`config.mk`:
```
export PLATFORM = sky130hd
export DESIGN_NAME = fb_tile_writer_flat
export DESIGN_NICKNAME = d
export VERILOG_FILES = /design/src/rtl/fb_tile_writer_if.sv /design/src/rtl/fb_tile_writer.sv /design/src/flat_wrapper.sv
export SDC_FILE = /design/constraint.sdc
export NUM_CORES = 1
export LEC_CHECK = 0
export ABC_AREA = 1
export CORE_MARGIN = 4
export CORE_UTILIZATION = 55
export DETAILED_ROUTE_END_ITERATION = 8
export HOLD_SLACK_MARGIN = 0.02
export PLACE_DENSITY = 0.76
export SYNTH_ARGS = -nofsm -noshare
export SYNTH_HDL_FRONTEND = slang
export SYNTH_SLANG_ARGS = --single-unit
```
`constraint.sdc`:
```
create_clock -name clk -period 9.3 [get_ports clk]
set_clock_uncertainty 0.1 [all_clocks]
set_input_delay 2.79 -clock clk [delete_from_list [all_inputs] [get_ports clk]]
set_output_delay 2.79 -clock clk [all_outputs]
set_load 0.05 [all_outputs]
```
`src/rtl/fb_tile_writer_if.sv`:
```
// Command-in / framebuffer-write-out bundle for fb_tile_writer.
// Latency: none; this bundle carries only wires.
// Backpressure: cmd_valid/cmd_ready on the command side; the write side never stalls.
// Ports: cmd_* drawing command, wr_* framebuffer write port, busy/drop_count status,
//        clear_req single-cycle clear pulse (acted on only when FB_CLEAR_EN is defined).
interface fb_tile_writer_if #(
  parameter int COORD_W = 8,
  parameter int SIZE_W  = 4,
  parameter int COLOR_W = 8,
  parameter int ADDR_W  = 16
);
  logic               cmd_valid;
  logic               cmd_ready;
  logic [COORD_W-1:0] cmd_x;
  logic [COORD_W-1:0] cmd_y;
  logic [SIZE_W-1:0]  cmd_w;
  logic [SIZE_W-1:0]  cmd_h;
  logic [COLOR_W-1:0] cmd_color;
  logic               wr_en;
  logic [ADDR_W-1:0]  wr_addr;
  logic [COLOR_W-1:0] wr_data;
  logic               busy;
  logic [7:0]         drop_count;
  logic               clear_req;

  // Command source / write-port observer side.
  modport master (
    output cmd_valid, cmd_x, cmd_y, cmd_w, cmd_h, cmd_color, clear_req,
    input  cmd_ready, wr_en, wr_addr, wr_data, busy, drop_count
  );

  // Engine side.
  modport slave (
    input  cmd_valid, cmd_x, cmd_y, cmd_w, cmd_h, cmd_color, clear_req,
    output cmd_ready, wr_en, wr_addr, wr_data, busy, drop_count
  );
endinterface

```
`src/rtl/fb_tile_writer.sv`:
```
// Framebuffer write engine: queues rectangle fill commands and expands each into one RAM write per cycle.
// Latency: command accepted into an empty queue at edge N gives its first wr_en at edge N+3.
// Backpressure: cmd_ready = queue not full; the framebuffer write port is never stalled.
// Ports: clk, rst_n (async active-low), bus (fb_tile_writer_if.slave: cmd_*, wr_*, busy, drop_count, clear_req).
// Optional: define FB_CLEAR_EN to build the clear sweep (clear_req -> CLEAR_COLOR over the whole framebuffer).

// Small generic FIFO; dout shows the head entry whenever empty is low.
module sync_fifo #(
  parameter int W     = 8,
  parameter int DEPTH = 4
) (
  input  logic                     clk,
  input  logic                     rst_n,
  input  logic                     push,
  input  logic [W-1:0]             din,
  input  logic                     pop,
  output logic [W-1:0]             dout,
  output logic                     full,
  output logic                     empty,
  output logic [$clog2(DEPTH):0]   level
);
  localparam int AW = $clog2(DEPTH);

  logic [W-1:0]  mem [DEPTH];
  logic [AW-1:0] wptr, rptr;
  logic [AW:0]   cnt;
  logic          do_push, do_pop;

  assign do_push = push && !full;
  assign do_pop  = pop && !empty;
  assign dout    = mem[rptr];
  assign full    = (cnt == (AW+1)'(DEPTH));
  assign empty   = (cnt == '0);
  assign level   = cnt;

  always_ff @(posedge clk) begin
    if (do_push) mem[wptr] <= din;
  end

  // Depth is a power of two, so the pointers wrap naturally.
  always_ff @(posedge clk or negedge rst_n) begin
    if (!rst_n) begin
      wptr <= '0;
      rptr <= '0;
      cnt  <= '0;
    end else begin
      if (do_push) wptr <= wptr + AW'(1);
      if (do_pop)  rptr <= rptr + AW'(1);
      if (do_push && !do_pop)      cnt <= cnt + (AW+1)'(1);
      else if (do_pop && !do_push) cnt <= cnt - (AW+1)'(1);
    end
  end
endmodule

module fb_tile_writer #(
  parameter int                 FB_W        = 240,
  parameter int                 FB_H        = 240,
  parameter int                 COORD_W     = 8,
  parameter int                 SIZE_W      = 4,
  parameter int                 COLOR_W     = 8,
  parameter int                 ADDR_W      = 16,
  parameter int                 CMD_DEPTH   = 4,
  parameter logic [COLOR_W-1:0] CLEAR_COLOR = COLOR_W'(8'h00)
) (
  input logic             clk,
  input logic             rst_n,
  fb_tile_writer_if.slave bus
);
  localparam int XY_W  = COORD_W + 1;  // one spare bit so x+w / y+h never wrap
  localparam int LIN_W = XY_W + ADDR_W;
  localparam int LVL_W = $clog2(CMD_DEPTH) + 1;
  localparam logic [XY_W-1:0] FB_W_C = XY_W'(FB_W);
  localparam logic [XY_W-1:0] FB_H_C = XY_W'(FB_H);

  localparam logic [1:0] S_IDLE  = 2'd0;
  localparam logic [1:0] S_FILL  = 2'd1;
`ifdef FB_CLEAR_EN
  localparam logic [1:0] S_CLEAR = 2'd2;
  localparam logic [ADDR_W-1:0] CLR_LAST = ADDR_W'(FB_W * FB_H - 1);
`endif

  typedef struct packed {
    logic [COORD_W-1:0] x;
    logic [COORD_W-1:0] y;
    logic [SIZE_W-1:0]  w;
    logic [SIZE_W-1:0]  h;
    logic [COLOR_W-1:0] color;
  } cmd_t;

  cmd_t             fifo_din, fifo_dout;
  logic             push, pop, full, empty;
  logic [LVL_W-1:0] level;

  logic [1:0]         state, state_nxt;
  logic [XY_W-1:0]    cur_x, cur_y, x0, x_end, y_end;
  logic [COLOR_W-1:0] color;
  logic [7:0]         drop_cnt;
  logic               cmd_in_range, px_in_range, last_px, fifo_nonempty_nxt;
  logic [LIN_W-1:0]   px_lin;

  // Pixel stage (one cycle after the FILL/CLEAR cycle) and registered write port.
  logic               pix_vld;
  logic [ADDR_W-1:0]  pix_addr;
  logic [COLOR_W-1:0] pix_data;
  logic               wr_en_q, busy_q;
  logic [ADDR_W-1:0]  wr_addr_q;
  logic [COLOR_W-1:0] wr_data_q;

  assign fifo_din      = {bus.cmd_x, bus.cmd_y, bus.cmd_w, bus.cmd_h, bus.cmd_color};
  assign push          = bus.cmd_valid && !full;
  assign bus.cmd_ready = !full;

  sync_fifo #(.W($bits(cmd_t)), .DEPTH(CMD_DEPTH)) u_cmd_fifo (
    .clk   (clk),
    .rst_n (rst_n),
    .push  (push),
    .din   (fifo_din),
    .pop   (pop),
    .dout  (fifo_dout),
    .full  (full),
    .empty (empty),
    .level (level)
  );

`ifdef FB_CLEAR_EN
  logic              clr_pend;
  logic [ADDR_W-1:0] clr_addr;

  // A pending clear wins over queued commands at the next IDLE cycle.
  assign pop = (state == S_IDLE) && !empty && !clr_pend;

  always_ff @(posedge clk or negedge rst_n) begin
    if (!rst_n) begin
      clr_pend <= 1'b0;
      clr_addr <= '0;
    end else if (state == S_CLEAR) begin
      if (clr_addr == CLR_LAST) begin
        clr_pend <= 1'b0;
        clr_addr <= '0;
      end else begin
        clr_addr <= clr_addr + ADDR_W'(1);
      end
    end else if (bus.clear_req) begin
      clr_pend <= 1'b1;
    end
  end
`else
  logic unused_clear_req;
  assign unused_clear_req = bus.clear_req;
  assign pop = (state == S_IDLE) && !empty;
`endif

  assign cmd_in_range = ({1'b0, fifo_dout.x} < FB_W_C) && ({1'b0, fifo_dout.y} < FB_H_C);
  assign px_in_range  = (cur_x < FB_W_C) && (cur_y < FB_H_C);
  assign last_px      = (cur_x == x_end) && (cur_y == y_end);
  assign px_lin       = LIN_W'(cur_x) * LIN_W'(FB_H) + LIN_W'(cur_y);
  assign fifo_nonempty_nxt = push || (level > LVL_W'(1)) || (!empty && !pop);

  always_comb begin
    state_nxt = state;
    case (state)
      S_IDLE: begin
`ifdef FB_CLEAR_EN
        if (clr_pend) state_nxt = S_CLEAR;
        else
`endif
        if (pop && cmd_in_range) state_nxt = S_FILL;
      end
      S_FILL: if (last_px) state_nxt = S_IDLE;
`ifdef FB_CLEAR_EN
      S_CLEAR: if (clr_addr == CLR_LAST) state_nxt = S_IDLE;
`endif
      default: state_nxt = S_IDLE;
    endcase
  end

  always_ff @(posedge clk or negedge rst_n) begin
    if (!rst_n) begin
      state     <= S_IDLE;
      cur_x     <= '0;
      cur_y     <= '0;
      x0        <= '0;
      x_end     <= '0;
      y_end     <= '0;
      color     <= '0;
      drop_cnt  <= '0;
      pix_vld   <= 1'b0;
      pix_addr  <= '0;
      pix_data  <= '0;
      wr_en_q   <= 1'b0;
      wr_addr_q <= '0;
      wr_data_q <= '0;
      busy_q    <= 1'b0;
    end else begin
      state <= state_nxt;

      if (pop) begin
        x0    <= {1'b0, fifo_dout.x};
        cur_x <= {1'b0, fifo_dout.x};
        cur_y <= {1'b0, fifo_dout.y};
        x_end <= {1'b0, fifo_dout.x} + XY_W'(fifo_dout.w);
        y_end <= {1'b0, fifo_dout.y} + XY_W'(fifo_dout.h);
        color <= fifo_dout.color;
        if (!cmd_in_range && drop_cnt != 8'hFF) drop_cnt <= drop_cnt + 8'd1;
      end else if (state == S_FILL) begin
        // x runs fastest; off-screen pixels still take their cycle.
        if (cur_x == x_end) begin
          cur_x <= x0;
          cur_y <= cur_y + XY_W'(1);
        end else begin
          cur_x <= cur_x + XY_W'(1);
        end
      end

      pix_vld <= 1'b0;
      if (state == S_FILL) begin
        pix_vld  <= px_in_range;
        pix_addr <= px_lin[ADDR_W-1:0];
        pix_data <= color;
      end
`ifdef FB_CLEAR_EN
      else if (state == S_CLEAR) begin
        pix_vld  <= 1'b1;
        pix_addr <= clr_addr;
        pix_data <= CLEAR_COLOR;
      end
`endif

      // Address/data hold their last written values while wr_en is low.
      wr_en_q <= pix_vld;
      if (pix_vld) begin
        wr_addr_q <= pix_addr;
        wr_data_q <= pix_data;
      end

      // Covers the queue, the FSM and both pipeline stages, so busy drops
      // one cycle after the final write has been registered.
      busy_q <= (state_nxt != S_IDLE) || (state != S_IDLE) || fifo_nonempty_nxt || pix_vld;
    end
  end

  assign bus.wr_en      = wr_en_q;
  assign bus.wr_addr    = wr_addr_q;
  assign bus.wr_data    = wr_data_q;
  assign bus.busy       = busy_q;
  assign bus.drop_count = drop_cnt;
endmodule

```
`src/flat_wrapper.sv`:
```
// flat-port wrapper written by rule: the top's interface ports become plain ports
module fb_tile_writer_flat 
#(
  parameter int                 FB_W        = 240,
  parameter int                 FB_H        = 240,
  parameter int                 COORD_W     = 8,
  parameter int                 SIZE_W      = 4,
  parameter int                 COLOR_W     = 8,
  parameter int                 ADDR_W      = 16,
  parameter int                 CMD_DEPTH   = 4,
  parameter logic [COLOR_W-1:0] CLEAR_COLOR = COLOR_W'(8'h00)
)
  (clk, rst_n, bus_cmd_valid, bus_cmd_x, bus_cmd_y, bus_cmd_w, bus_cmd_h, bus_cmd_color, bus_clear_req, bus_cmd_ready, bus_wr_en, bus_wr_addr, bus_wr_data, bus_busy, bus_drop_count);
  fb_tile_writer_if #(.COORD_W(COORD_W), .SIZE_W(SIZE_W), .COLOR_W(COLOR_W), .ADDR_W(ADDR_W)) bus_i ();
  input logic clk;
  input logic rst_n;
  input wire logic [$bits(bus_i.cmd_valid)-1:0] bus_cmd_valid;
  input wire logic [$bits(bus_i.cmd_x)-1:0] bus_cmd_x;
  input wire logic [$bits(bus_i.cmd_y)-1:0] bus_cmd_y;
  input wire logic [$bits(bus_i.cmd_w)-1:0] bus_cmd_w;
  input wire logic [$bits(bus_i.cmd_h)-1:0] bus_cmd_h;
  input wire logic [$bits(bus_i.cmd_color)-1:0] bus_cmd_color;
  input wire logic [$bits(bus_i.clear_req)-1:0] bus_clear_req;
  output wire logic [$bits(bus_i.cmd_ready)-1:0] bus_cmd_ready;
  output wire logic [$bits(bus_i.wr_en)-1:0] bus_wr_en;
  output wire logic [$bits(bus_i.wr_addr)-1:0] bus_wr_addr;
  output wire logic [$bits(bus_i.wr_data)-1:0] bus_wr_data;
  output wire logic [$bits(bus_i.busy)-1:0] bus_busy;
  output wire logic [$bits(bus_i.drop_count)-1:0] bus_drop_count;
  assign bus_i.cmd_valid = bus_cmd_valid;
  assign bus_i.cmd_x = bus_cmd_x;
  assign bus_i.cmd_y = bus_cmd_y;
  assign bus_i.cmd_w = bus_cmd_w;
  assign bus_i.cmd_h = bus_cmd_h;
  assign bus_i.cmd_color = bus_cmd_color;
  assign bus_i.clear_req = bus_clear_req;
  assign bus_cmd_ready = bus_i.cmd_ready;
  assign bus_wr_en = bus_i.wr_en;
  assign bus_wr_addr = bus_i.wr_addr;
  assign bus_wr_data = bus_i.wr_data;
  assign bus_busy = bus_i.busy;
  assign bus_drop_count = bus_i.drop_count;
  fb_tile_writer #(.FB_W(FB_W), .FB_H(FB_H), .COORD_W(COORD_W), .SIZE_W(SIZE_W), .COLOR_W(COLOR_W), .ADDR_W(ADDR_W), .CMD_DEPTH(CMD_DEPTH), .CLEAR_COLOR(CLEAR_COLOR)) u_core (.clk(clk), .rst_n(rst_n), .bus(bus_i));
endmodule
```
# [Word-level counts from Yosys, hierarchy flattened]
# Memories as Yosys holds them, arrays and structs flattened.
# Index checks and enable logic that the tools add are counted.
[totals] regBits=120 ram_bits=128 in_bits=36 output_inout_bits=35 word_cells=86 memories=1
[classes] add_sub_neg=10 multipliers=1 order_cmp=5 n_eq_ne=5 n_mux=14 n_reduce_logical=32
[memory_table] memory="u_core.u_cmd_fifo.mem" words=4 word_bits=32 rd=1 rd_ports_with_merged_regs=0 write_ports=1 line_no="fb_tile_writer.sv:24" rtl="logic [W-1:0] mem [DEPTH];"
[ops] cell="9-bit 2-to-1 mux" count=6
[ops] cell="8-bit by 4-bit adder with 9-bit output" count=2
[ops] cell="9-bit by 1-bit adder with 9-bit output, second input constant" count=2
[ops] cell="9-bit == test" count=2
[ops] cell="9-bit by 8-bit < comparator with 1-bit output, second input constant" count=2
[ops] cell="16-bit by 9-bit adder with 16-bit output" count=1
[ops] cell="8-bit < comparator, second input constant" count=2
[ops] cell="1-bit logical AND" count=12
[ops] cell="9-bit by 4-bit multiplier with 12-bit output, second input constant" count=1
[ops] cell="2-bit nonzero test" count=5
[ops] cell="8-bit by 1-bit adder with 8-bit output, second input constant" count=1
[ops] cell="8-bit != test, second input constant" count=1
[ops] cell="1-bit zero test" count=6
[ops] cell="3-bit 2-to-1 mux" count=2
[ops] cell="1-bit logical OR" count=5
[ops] cell="2-bit by 1-bit adder with 2-bit output, second input constant" count=2
[ops] cell="2-bit 2-to-1 mux" count=2
[ops] cell="2-bit case mux with 2 select lines" count=1
[ops] cell="2-bit AND reduction" count=2
[ops] cell="3-bit by 1-bit adder with 3-bit output, second input constant" count=1
[ops] cell="3-bit == test, second input constant" count=1
[ops] cell="3-bit by 1-bit > comparator with 1-bit output, second input constant" count=1
[ops] cell="3-bit zero test" count=1
[ops] cell="1-bit 2-to-1 mux" count=3
[ops] cell="other kinds (3)" count=3

# [Logic depth before layout (Yosys ltp)]
# Gate-level depths: netlist of run 1.
[depth] word_depth=10 depth_mapped=17 ltp_nobuf=17

# [Hierarchy]
# Synthesis of run 1 repeated with hierarchy kept, for this count alone.
[unflattened] hier_cells=1207 hier_area_um2=12291.8
[modules_own_cells] mod="fb_tile_writer" instances=1 cells_each=772 area_each_um2=6718.9 seq_area_each_um2=2827.7
[modules_own_cells] mod="sync_fifo" instances=1 cells_each=435 area_each_um2=5572.8 seq_area_each_um2=4018.9

# [Worst setup path after synthesis of run 1]
# Ideal clock, no wire load.
[synth_timing] path_type="input port to flip-flop" from="input port bus_cmd_valid" to="memory u_core.u_cmd_fifo.mem[0][0] (netlist bit), enable pin" setup_ps=421 arrival_ps=4332 required_ps=8779 slack_ps=4447 cell_stages=2 path_buffers=0 cell_sequence="nand2_1 nor2_1"
[synth_between] elab_chain_cells=4
[synth_lines] element="from (decl)" line_no="flat_wrapper.sv:17" rtl="input wire logic [$bits(bus_i.cmd_valid)-1:0] bus_cmd_valid;"
[synth_lines] element="1-bit logical AND" line_no="fb_tile_writer.sv:110" rtl="assign push = bus.cmd_valid && !full;"
[synth_lines] element="1-bit logical AND" line_no="fb_tile_writer.sv:29" rtl="assign do_push = push && !full;"
[synth_lines] element="1-bit 2-to-1 mux" line_no="fb_tile_writer.sv:37" rtl="if (do_push) mem[wptr] <= din;"
[synth_lines] element="1-bit 2-to-1 mux (not written as such)" line_no="fb_tile_writer.sv:37"
[synth_lines] element="to (decl)" line_no="fb_tile_writer.sv:24"
# Every way passes these cells.

# [Final worst setup path of run 1]
[layout_timing] from="register u_core.u_cmd_fifo.cnt[0] (netlist: u_core.u_cmd_fifo.level[0])" to="output port bus_cmd_ready"
[layout_between] elab_chain_cells=2
[layout_lines] element="from (decl)" line_no="fb_tile_writer.sv:26" rtl="logic [AW:0] cnt;"
[layout_lines] element="from (signal assigned)" line_no="fb_tile_writer.sv:49" rtl="if (do_push && !do_pop) cnt <= cnt + (AW+1)'(1);"
[layout_lines] element="from (signal assigned)" line_no="fb_tile_writer.sv:50" rtl="else if (do_pop && !do_push) cnt <= cnt - (AW+1)'(1);"
[layout_lines] element="3-bit == test" line_no="fb_tile_writer.sv:32" rtl="assign full = (cnt == (AW+1)'(DEPTH));"
[layout_lines] element="1-bit zero test" line_no="fb_tile_writer.sv:111" rtl="assign bus.cmd_ready = !full;"
[layout_lines] element="to (decl)" line_no="flat_wrapper.sv:24" rtl="output wire logic [$bits(bus_i.cmd_ready)-1:0] bus_cmd_ready;"
# Every way passes these cells.

==> impl_metrics.tcl, run 1 <==
set metrics [dict create \
    cts_setup_buffers 0 \
    finalSetupTns_ps 0 \
    layout-drive-gt1-share_pct 9.21 \
    gp_congestion 0.885 \
    port_buffers 69 \
    die_area_um2 24200 \
    hold_viol 0 \
    rsz0062_at_grt "false" \
    required_ps 6410 \
    regToRegSetupSlack_ps 5520 \
    routed_wl_um 24100 \
    cpMaxStageDelayCell "clkdlybuf4s50_1" \
    crit_arrival_ps 2150 \
    yosysUniqueCellTypes 44 \
    ctsHoldBuffers 0 \
    numClockSinks 248 \
    fin_area_um2 13800 \
    first_iter_violations 568 \
    area_growth_pct 15.2 \
    fmax_mhz 199 \
    crit_fanout 4 \
    status "complete, no violations" \
    placedInstanceArea_um2 12900 \
    crit_path_cell_trace "inv_1 -> ha_1 -> nand2_1 -> clkdlybuf4s50_1" \
    grt_pass1_wl_um 39200 \
    clockRootBuffer "clkbuf_16" \
    hold_class "register to register" \
    final_antenna_net_count 0 \
    synth_nets 1270 \
    cp.buffers_inverters 2 \
    antennaDiodeCount 0 \
    crit_type "register to primary output" \
    rr_worst_depth 13 \
    ctsLongestPathBuffers 3 \
    post_cts_resized 0 \
    synth_common_cells "nand2_1 (257), edfxtp_1 (128), dfrtp_1 (120), inv_1 (100)" \
    fin_ws_ps 4260 \
    fin_crit_ps 5040 \
    syn_inst 1171 \
    via_per_inst 5.37 \
    finalCritPeriodShare_pct 54.2 \
    nFillCells 1663 \
    min_to "u_core.pix_addr[5]" \
    synth_flop_cell "edfxtp_1" \
    dp_slack_ps 4680 \
    cts_buffers 26 \
    seq_area_um2 6850 \
    ys_warn_count 0 \
    r2r-start "u_core.cur_x[3]" \
    min_path_cells 2 \
    synth_most_common_cell "nand2_1" \
    route.detailed.drc 0 \
    cp_slowest_stage_delay_ps 810 \
    yosys_register_bits 248 \
    cp_top_family "buffers and inverters" \
    antenna_found_initial 0 \
    cts_max_level 1 \
    synth_top_area_share_pct 32.1 \
    fin_util_pct 65.1 \
    tightest_slew_ps 836 \
    path_clk_slew_ps 60 \
    first_pass_iters 5 \
    drv_cap 0 \
    synth_edf_count 128 \
    grt-ovfl-total 0 \
    finalSetupViolations 0 \
    ys_async_sr_fraction_pct 48.4 \
    max-slew-margin-rel_pct 44.3 \
    clock_latency_ps 530 \
    num_vias 8245 \
    start_util_pct 56.5 \
    worst_hold_startpoint "u_core.pix_addr[5]" \
    crit_path_start_kind "register" \
    endpoint_kind "primary output" \
    first_global_vias 7955 \
    wl_per_cell_um 15.7 \
    grt_max_degree 67 \
    yosysSeqAreaShare_pct 57.1 \
    synth_top_area_cell "edfxtp_1" \
    maxSlewViolCount 0 \
    place_hpwl_um 15800 \
    synth_area_per_cell_um2 10.2 \
    synth_top_cells_by_area "edfxtp_1 (32%), dfrtp_1 (25%), nand2_1 (8.0%), ha_1 (4.7%), o21ai_0 (3.9%)" \
    multi_input_area_um2 4540 \
    cts_tree "done" \
    ios 71 \
    nets 1341 \
    die_w_um 156 \
    reg2reg_to "u_core.pix_addr[11]" \
    track_usage_pct 19.7 \
    syn_area_um2 12000 \
    rows 53 \
    die_h_um 156 \
    coreArea_um2 21200 \
]
-- final cells by class --
cell class,count,share of cell area [%]
flip-flops and latches,248,49.6
multi-input cells,775,32.9
repair buffers,81,5.64
clock buffers,35,5.33
inverters,110,2.99
well taps,275,2.49
clock inverters,11,1.04
-- cells by family after synthesis --
group,synth area share (%)
simple gates,16.3
flops,57.1
compound gates,8.42
buf+inv,5.07
fa+ha+maj,7.70
xor+xnor,3.29
mux,2.07
other cells,0.0313
-- worst max-delay path by stage --
stage                                    start                     endpoint  slack [ps]  cells after the start
global route        u_core.u_cmd_fifo.level[0]                bus_cmd_ready        4190                      4
CTS                 u_core.u_cmd_fifo.level[0]                bus_cmd_ready        4240                      4
detailed placement               bus_cmd_valid   u_core.u_cmd_fifo.level[2]        4680                      8
floorplan                        bus_cmd_valid  u_core.u_cmd_fifo.mem[0][0]        4450                      2
finish              u_core.u_cmd_fifo.level[0]                bus_cmd_ready        4260                      4
global placement                 bus_cmd_valid   u_core.u_cmd_fifo.level[2]        4700                      8
-- routing by layer --
layer  GRT usage, %  vias up  wire [um]
met5              0        -          0
met4           5.17        0        549
met3           2.50       51       1090
met2           34.3      197      11900
met1           26.4     3936      10500
li1               -     4061          -
-- per-stage QoR --
stage	cells	hold slack [ps]
finish	1535	370
global route	1535	406
CTS	1535	371
detailed placement	1489	356
global placement	1489	351
floorplan	1171	252
-- registers in the layout, summed over array words and instances (netlist names) --
signal / cells
u_core.x0: 8
u_core.u_cmd_fifo.rptr: 2
u_core.bus.wr_en: 1
u_core.cur_y: 9
u_core.bus.wr_addr: 16
u_core.cur_x: 9
u_core.u_cmd_fifo.wptr: 2
u_core.bus.drop_count: 8
u_core.pix_addr: 16
u_core.u_cmd_fifo.level: 3
u_core.pix_vld: 1
u_core.x_end: 9
u_core.state: 2
u_core.pix_data: 8
u_core.y_end: 9
u_core.bus.wr_data: 8
u_core.u_cmd_fifo.mem: 128
u_core.color: 8
u_core.bus.busy: 1
-- tightest hold or removal path, stage by stage, from the launching register on --
cell and delay [ps]:
dfrtp_1 340, nand2_1 50, nand2_1 50
-- cells in the final DEF, fill, tap and decap left out, drive strengths merged, types with 33 or more instances in the layout --
cell           count
ha                45
edfxtp           128
clkbuf            35
inv              111
xor2              33
a21oi             33
nand2            265
nor2             101
dfrtp            120
o21ai            115
clkdlybuf4s50     68
nand3             74
Power of run 1 is left out: the tool's default activity adds up to more than one toggle a clock period on the data nets, which glitch-free logic cannot reach.
==> run 2: changes to the inputs <==
==> constraint.sdc (replaced) <==
create_clock -name clk -period 4.95 [get_ports clk]
set_clock_uncertainty 0.1 [all_clocks]
set_input_delay 1.485 -clock clk [delete_from_list [all_inputs] [get_ports clk]]
set_output_delay 1.485 -clock clk [all_outputs]
set_load 0.05 [all_outputs]
==> impl_metrics.tcl, run 2 (synthesis results as in run 1) <==
set metrics [dict create \
    gp_congestion 0.887 \
    numClockSinks 248 \
    placedInstanceArea_um2 13000 \
    rows 53 \
    track_usage_pct 20.0 \
    max-slew-margin-rel_pct 49.9 \
    crit_path_start_kind "register" \
    crit_arrival_ps 2150 \
    grt-ovfl-total 0 \
    ctsHoldBuffers 0 \
    largest_register_ff_count 128 \
    wl_per_cell_um 15.7 \
    via_per_inst 5.37 \
    first_pass_iters 5 \
    cts_buffers 26 \
    first_iter_violations 587 \
    required_ps 3370 \
    layout-drive-gt1-share_pct 8.95 \
    status "complete, no violations" \
    ctsLongestPathBuffers 3 \
    endpoint_kind "primary output" \
    nFillCells 1684 \
    num_vias 8257 \
    path_clk_slew_ps 60 \
    cts_setup_buffers 0 \
    start_util_pct 56.5 \
    fin_area_um2 13800 \
    finalCritPeriodShare_pct 75.5 \
    maxSlewViolCount 0 \
    drv_cap 0 \
    crit_type "register to primary output" \
    top_register "u_core.u_cmd_fifo.mem" \
    antennaDiodeCount 0 \
    rsz0062_at_grt "false" \
    crit_path_cell_trace "inv_1 -> ha_1 -> nand2_1 -> clkdlybuf4s50_1" \
    crit_fanout 4 \
    finalSetupTns_ps 0 \
    clockRootBuffer "clkbuf_16" \
    die_w_um 156 \
    fin_crit_ps 3740 \
    ios 71 \
    cp_slowest_stage_delay_ps 800 \
    hold_class "register to register" \
    grt_max_degree 91 \
    coreArea_um2 21200 \
    port_buffers 69 \
    die_h_um 156 \
    area_growth_pct 14.9 \
    finalSetupViolations 0 \
    layout_commonest_cell "nand2_1" \
    route.detailed.drc 0 \
    routed_wl_um 24200 \
    first_global_vias 7911 \
    cts_tree "done" \
    cts_max_level 1 \
    place_hpwl_um 15800 \
    die_area_um2 24200 \
    final_antenna_net_count 0 \
    clock_latency_ps 530 \
    tightest_slew_ps 752 \
    fmax_mhz 268 \
    final_cell_mix "nand2_1 (257), edfxtp_1 (128), dfrtp_1 (119)" \
    cpMaxStageDelayCell "clkdlybuf4s50_1" \
    grt_pass1_wl_um 39400 \
    hold_viol 0 \
    post_cts_resized 0 \
    antenna_found_initial 0 \
    nets 1343 \
]
run 2: cell types whose count changed in the layout (fill, tap and decap cells not counted), sizes merged:
cell	before	now
buf	13	15
clkbuf	35	33
clkinv	7	9
clkinvlp	0	2
bufinv	3	2
run 2: cell type report:
cell class	instances	area, um^2	share of cell area (%)
clock buffers	33	677	4.91
clock inverters	14	134	0.972
inverters	110	413	3.00
multi-input cells	775	4540	33.0
flip-flops and latches	248	6850	49.7
well taps	275	344	2.50
repair buffers	83	818	5.94
run 2: stage by stage:
step                      std cells  utilization [%]  hold slack, ps  worst slack, ps
final                          1538             64.9             369             1210
after global routing           1538             64.9             381             1000
after CTS                      1538             64.9             376             1190
after detailed placement       1491             61.1             359             1280
after global placement         1491             61.1             350             1350
after floorplan                1171                -             252             1400
run 2: final timing paths:
kind	startpoint	depth (start not counted)	slack [ps]	end
max reg2reg	u_core.cur_x[3]	15	1280	u_core.pix_addr[13]
max in group asynchronous	rst_n	2	3120	u_core.u_cmd_fifo.rptr[0]
min reg2reg	u_core.pix_vld	0	370	u_core.bus.wr_en
min in group asynchronous	rst_n	1	790	u_core.bus.wr_addr[13]
min	u_core.pix_vld	0	370	u_core.bus.wr_en
max	u_core.u_cmd_fifo.level[0]	4	1210	bus_cmd_ready
run 2: routing by layer:
layer  global-route usage (%)  part of all wire, %  vias up
met1                     27.1                   43     3938
met2                     34.5                   49      212
met5                        0                    0        -
met4                     5.00                  2.2        0
li1                         -                    -     4065
met3                     2.61                  5.4       42
run 2: worst max-delay path, delay by kind of cell (launching register included):
family / cells / cell delay (ps)
buffers and inverters: 2 / 900
adder cells (fa/ha/maj): 1 / 220
flip-flops: 1 / 420
AND/OR/NAND/NOR: 1 / 80
Power of run 2 is left out for the same reason.
